**config.mk**
```make
export PLATFORM = sky130hd
export DESIGN_NAME = hashin_deframer
export DESIGN_NICKNAME = d
export VERILOG_FILES = /design/src/rtl/oBTC_pkg.sv /design/src/rtl/hashin_deframer.sv
export SDC_FILE = /design/constraint.sdc
export NUM_CORES = 1
export LEC_CHECK = 0
export BUFFER_PORTS_ARGS = -buffer_cell sky130_fd_sc_hd__buf_2
export CAP_MARGIN = 20
export CORE_AREA = 2 2 310 312
export CTS_CLUSTER_SIZE = 14
export DETAILED_ROUTE_END_ITERATION = 8
export DIE_AREA = 0 0 312 314
export SLEW_MARGIN = 20
export SYNTH_ARGS = -nofsm -noshare
export SYNTH_HDL_FRONTEND = slang
export SYNTH_SLANG_ARGS = --single-unit
export TNS_END_PERCENT = 1
```
**constraint.sdc**
```tcl
create_clock -name clk -period 2.2 [get_ports clk]
set_input_delay 0 -clock clk [delete_from_list [all_inputs] [get_ports clk]]
set_output_delay 0 -clock clk [all_outputs]
set_load 0.05 [all_outputs]
```
**src/rtl/oBTC_pkg.sv**
```systemverilog
// oBTC_pkg: constants and types shared by the hash-input path.
//   HDR_WORD   - frame start word written ahead of every message
//                (bit 63 marker, low 16 bits = 640-bit message length)
//   BODY_WORDS - 64-bit message words following each header
//   deframer_state_t - state encoding of the hash-input deframer
package oBTC_pkg;

  localparam logic [63:0] HDR_WORD   = 64'h8000_0000_0000_0280;
  localparam int          BODY_WORDS = 10;

  typedef enum logic [1:0] {
    HUNT  = 2'd0,
    BODY  = 2'd1,
    OUT   = 2'd2,
    FLUSH = 2'd3
  } deframer_state_t;

endpackage

```
**src/rtl/hashin_deframer.sv**
```systemverilog
// hashin_deframer: consumer end of the hash-input FIFO.
// Hunts for HDR_WORD, collects N_WORDS body words into a block header,
// offers it to the hash core over valid/ready, and recovers the nonce in
// native byte order. A flush request discards any partial frame and drains
// the FIFO.
//
// Ports:
//   clk, rst       - clock; synchronous active-high reset
//   fifo_dout      - FIFO head word (first-word-fall-through)
//   fifo_empty     - FIFO empty flag
//   fifo_rd_en     - pop strobe (combinational, never while fifo_empty)
//   flush          - level request: discard partial frame, drain FIFO
//   flush_ack      - high while flushing and FIFO is empty
//   msg_valid      - msg / msg_nonce valid
//   msg_ready      - hash core accepts msg
//   msg            - block header, first body word in the top 64 bits
//   msg_nonce      - byte-swapped msg[31:0]
//   frame_cnt      - frames delivered (wraps)
//   frame_err_cnt  - words discarded while hunting (saturates)
module hashin_deframer
  import oBTC_pkg::*;
#(
  parameter int N_WORDS = BODY_WORDS,
  localparam int MSG_W  = 64 * N_WORDS
) (
  input  logic             clk,
  input  logic             rst,
  input  logic [63:0]      fifo_dout,
  input  logic             fifo_empty,
  output logic             fifo_rd_en,
  input  logic             flush,
  output logic             flush_ack,
  output logic             msg_valid,
  input  logic             msg_ready,
  output logic [MSG_W-1:0] msg,
  output logic [31:0]      msg_nonce,
  output logic [31:0]      frame_cnt,
  output logic [15:0]      frame_err_cnt
);

  localparam int CNT_W = $clog2(N_WORDS + 1);
  localparam logic [CNT_W-1:0] LAST_IDX = CNT_W'(N_WORDS - 1);

  deframer_state_t state_q, state_d;
  logic [CNT_W-1:0] word_cnt;
  logic [MSG_W-1:0] msg_q;

  logic pop_hdr;
  logic pop_junk;
  logic pop_body;
  logic accept;

  // Next-state and strobe decode. A pop taken in the same cycle as a flush
  // request is simply thrown away: it neither shifts into the message nor
  // counts as a hunting error.
  always_comb begin
    state_d    = state_q;
    fifo_rd_en = 1'b0;
    flush_ack  = 1'b0;
    msg_valid  = 1'b0;
    pop_hdr    = 1'b0;
    pop_junk   = 1'b0;
    pop_body   = 1'b0;
    accept     = 1'b0;

    unique case (state_q)
      HUNT: begin
        fifo_rd_en = !fifo_empty;
        if (!fifo_empty && !flush) begin
          if (fifo_dout == HDR_WORD) begin
            pop_hdr = 1'b1;
            state_d = BODY;
          end else begin
            pop_junk = 1'b1;
          end
        end
      end
      BODY: begin
        fifo_rd_en = !fifo_empty;
        if (!fifo_empty && !flush) begin
          pop_body = 1'b1;
          if (word_cnt == LAST_IDX) state_d = OUT;
        end
      end
      OUT: begin
        msg_valid = 1'b1;
        if (msg_ready) begin
          accept  = 1'b1;
          state_d = HUNT;
        end
      end
      FLUSH: begin
        fifo_rd_en = !fifo_empty;
        flush_ack  = fifo_empty;
        if (!flush) state_d = HUNT;
      end
      default: state_d = HUNT;
    endcase

    // Flush overrides every transition; a handshake in the same cycle
    // has already been flagged above and still counts.
    if (flush) state_d = FLUSH;
  end

  always_ff @(posedge clk) begin
    if (rst) begin
      state_q       <= HUNT;
      word_cnt      <= '0;
      msg_q         <= '0;
      frame_cnt     <= '0;
      frame_err_cnt <= '0;
    end else begin
      state_q <= state_d;
      if (pop_hdr) word_cnt <= '0;
      if (pop_body) begin
        msg_q    <= {msg_q[MSG_W-65:0], fifo_dout};
        word_cnt <= word_cnt + 1'b1;
      end
      if (pop_junk && frame_err_cnt != 16'hFFFF)
        frame_err_cnt <= frame_err_cnt + 16'd1;
      if (accept) frame_cnt <= frame_cnt + 32'd1;
    end
  end

  assign msg = msg_q;

  // The nonce generator stores the nonce big-endian in the last word;
  // swapping the bytes back gives the native value.
  assign msg_nonce = {msg_q[7:0], msg_q[15:8], msg_q[23:16], msg_q[31:24]};

endmodule
```
# After elaboration in Yosys (flattened, before gate mapping)
# Cells that the tools add are included.
# classes
n_shift,0
reduce_logical,8
bitwise_logic,0
n_lt_le_gt_ge,0
n_eq_ne,11
n_addsub,3
div_mod_pow,0
mux,22
multipliers,0
# ops
operator,n
"equality test 64 bit, second input constant",1
"adder 32 x 1 -> 32 bit, second input constant",1
"adder 16 x 1 -> 16 bit, second input constant",1
"!= test 16 bit, second input constant",1
"!= test 3 bit, second input constant",5
two-way mux 1 bit,13
two-way mux 2 bit,6
two-way mux 4 bit,2
case mux 2 bit (4 select lines),1
AND reduction 5 bit,1
"adder 4 x 1 -> 4 bit, second input constant",1
"equality test 2 bit, second input constant",2
"equality test 4 bit, second input constant",1
OR reduction 3 bit,1
"equality test 2 x 1 -> 1 bit, second input constant",1
logical AND 1 bit,2
logical NOT 1 bit,2
logical NOT 2 bit,1
nonzero test 2 bit,1
# word_totals
latch_bits,0
elab_cells,49
ram_bits,0
romBits,0
input_bits,69
memories,0
reg_bits,694

# Depth between registers and ports, before layout
# depth
word_depth,6
depth_mapped,8
mapped_depth_nobuf,7

# Worst setup path after synthesis
# Ideal clock, no wire load.
# synth_path
kind,reg2reg
from,register frame_err_cnt[6]
to,register frame_err_cnt[13]
setup_ns,0.121
arrival_ns,2.043
stages_incl_launch_ff,6
n_path_buf,0
setup_slack_ns,0.036
period_less_slack_ns,2.164
cell_sequence,dfxtp_1 nand4_1 or4_1 nand2_1 nor4_2 mux2_4
# synth_between
elab_chain_len,2
# synth_lines
item,line,rtl
"start, declared",hashin_deframer.sv:38,output logic [15:0] frame_err_cnt
"start signal, assigned",hashin_deframer.sv:120,frame_err_cnt <= frame_err_cnt + 16'd1;
"parallel branches: the longest is 2 deep, another holds adder 16 x 1 -> 16 bit",n/a,
# Parallel ways; which one is timed is not known.
# A chain may end at the register's enable or synchronous reset.

# Final worst setup path
# layout_path
from,input fifo_dout[0]
to,register frame_err_cnt[0]
# layout_between
elab_chain_len,5
# layout_lines
item,line,rtl
"start, declared",hashin_deframer.sv:28,"input logic [63:0] fifo_dout,"
equality test 64 bit,hashin_deframer.sv:70,if (fifo_dout == HDR_WORD) begin
two-way mux 1 bit,hashin_deframer.sv:70,
two-way mux 1 bit,hashin_deframer.sv:69,if (!fifo_empty && !flush) begin
two-way mux 1 bit,hashin_deframer.sv:66,unique case (state_q)
logical AND 1 bit,hashin_deframer.sv:119,if (pop_junk && frame_err_cnt != 16'hFFFF)
# No other way between the ends.

==> impl_metrics.toml <==
[yosys]
synth-edff-count = 0
yosys_warnings = 0
synth_xor_area_share_pct = 1.02
synth_top_family_by_area = "simple AND/OR/NAND/NOR gates"
yosys.area_share.simple_pct = 23.6
synth-async-reset-ratio_pct = 0
ys_ff_latch = 694
synth-seq-area-share_pct = 55.9
ys.flop_type = "dfxtp_1"
synth.avg_cell_area_um2 = 7.92
ys_types = 49
syn_nets = 3213
synth_adder_area_share_pct = 0.201
synth_mux_area_share_pct = 0.423
syn_area_um2 = 24900
synth_compound_area_share_pct = 13.7
synth_cells = 3140

[clock_network]
clock-sinks = 694
cts_buffer_depth = 3
clk_latency_ns = 0.64
clkTransAtPathRegs_ns = 0.06
ctsRootBufferMaster = "clkbuf_16"
cts_buffers = 78
cts_tree = "done"
htreeDepth = 3

[worst_setup_path]
start_kind = "input port"
cp.arrival_ns = 2.56
crit_type = "in -> reg"
worst_setup_path_end_kind = "flop"
worstPathRequired_ns = 2.71
crit_fanout = 8

[timing]
fmax_mhz = 488
setup_viol = 0
min_period_ns = 2.05
hold_viol_final = 0
worst_pin_slew_ns = 0.785
relSlewSlack_pct = 47.2
skew_ns = 0.0223
whs_ns = 0.171
period_share_pct = 93.1
setup_tns_ns = 0
finalMaxSlewViolations = 0
rsz0062_at_grt = "false"

[power_and_ir_drop]
p_leak_uw = 0.0137
vdd_ir_drop_max_v = 0.000438
power.density_nw_per_um2 = 793

[global_route]
grt_start_max_net_pins = 122
globalRouteOverflowTotal = 0
antenna_found_initial = 1
grtUsageTotal_pct = 17.4
grt_pass1_vias = 21282
grt_pass1_wl_um = 133000

[drt]
wl_per_cell_um = 17.4
wl_um = 90900
vias = 23587
drc_errors = 0
vias_per_cell = 4.50
antenna_left = 0
first_pass_iters = 6
drt_iter0_markers = 2001

[final_layout]
utilization_pct = 35.4
final_nets = 3983
drive_above_1_share_pct = 26.0
area_growth_pct = 34.5

[floorplanning]
io_pins = 792
die_w_um = 312
design.die.area_um2 = 98000
die_height_um = 314
start_util_pct = 26.3
num_rows = 113
core_um2 = 94400

[placed_design]
io_buffers = 791
hpwl_um = 66300
place.gp.congestion = 0.856

[flow_run]
maxCapViolations = 0

[worst_hold_path]
hold_path_class = "in -> reg"

[run_status]
status = "finished, final reports clean"
## flip-flops by register name, indices dropped and copies added, names as in the netlist
name / cells
frame_cnt: 32
frame_err_cnt: 16
msg: 640
state_q: 2
word_cnt: 4
## synthesized netlist by cell type (4+ instances only)
master,n,area [µm²]
clkbuf_1,147,552
buf_2,75,375
and4_1,8,70.1
and3_1,10,62.6
xnor2_1,4,35.0
nand3_1,17,85.1
o31ai_1,8,60.1
nor4_1,15,93.8
nand2_1,1297,4870
a21oi_1,658,3290
ha_1,4,50.1
dfxtp_1,694,13900
mux2_4,5,75.1
buf_4,35,263
or4_1,4,30.0
nor2_1,41,154
xor2_1,25,219
inv_1,9,33.8
nor2b_1,7,43.8
nand4_1,23,144
or4_2,6,52.6
and2_1,5,31.3
## cells by family (layout without fill, tap and decap cells)
group	after synthesis	in the layout
flip-flops	694	694
multiplexers	8	8
AND/OR/NAND/NOR	1460	1460
other	0	1
XOR/XNOR	29	29
AO/OA/AOI/OAI	674	674
adder cells (fa/ha/maj)	4	4
buffers and inverters	271	1102
## metrics by stage
step           total power [µW]  setup WS, ns  instance area, µm²  instances
3_3_place_gp              13800        -0.496               30200       5025
2_1_floorplan             13500        0.0359               24900       3140
4_1_cts                   26800        0.0302               33400       5236
3_5_place_dp              13800        -0.513               30200       5025
5_1_grt                   27500        0.0329               33400       5236
6_report                  26500         0.153               33400       5237
## layer usage
metal	global-route usage [%]	vias up	routed length [µm]
li1	-	11740	-
met3	3.14	151	5460
met2	27.6	794	42000
met4	7.78	0	3480
met1	23.2	10902	39900
met5	0	-	0
## power by group
part           leakage [µW]  internal, µW  switching (µW)
registers           0.00559         12600            38.3
clock network       0.00124          7450            5390
logic               0.00689           308             729
total                0.0137         20400            6160
## worst max-delay path, cell delays in order
cell and delay [ns]:
dlygate4sd3_1 0.53, buf_2 0.13, nor4_1 0.52, nand4_1 0.29, nor4_4 0.37, buf_4 0.21
buf_4 0.16, nor2_2 0.06, mux2_4 0.29
## timing repair
action	4_1_cts	5_1_grt
endpoints found under the hold margin	151	0
hold buffers	70	0
setup buffers	0	0
setup endpoints to repair	0	9
resized for setup	0	3
## placed cells by master, fill, tap and decap left out, types with 8 or more instances in the layout
master	netlist	routed
dfxtp_1	694	694
xor2_1	25	25
dlygate4sd3_1	0	70
a21oi_1	658	658
nor2_1	41	41
clkbuf_8	0	10
and3_1	10	10
nand3_1	17	17
buf_4	35	65
buf_12	1	26
nor4_1	15	12
nand2_1	1297	1296
o31ai_1	8	8
and4_1	8	8
inv_1	9	9
clkbuf_1	147	18
buf_2	75	790
nand4_1	23	23
clkbuf_16	0	79
clkinv_2	0	19
## area by class of cell
class                      count  area [µm²]
tap                         1265        1580
inverter                       9        33.8
antenna                        1        2.50
multi-input combinational   2175        9730
clock inverter                34         323
clock buffer                 107        2180
sequential                   694       13900
timing repair buffer         952        5680
fill                       10036       61000
## path summary, 6_finish.rpt
kind / start / to / slack, ns / depth (start not counted)
worst min-delay path: fifo_dout[25] / msg[25] / 0.17 / 4
worst min register to register: msg[216] / msg[280] / 0.45 / 2
worst max-delay path: fifo_dout[0] / frame_err_cnt[0] / 0.15 / 9
worst max register to register: state_q[1] / state_q[1] / 0.24 / 5
Power figures use the tool's default switching activity.
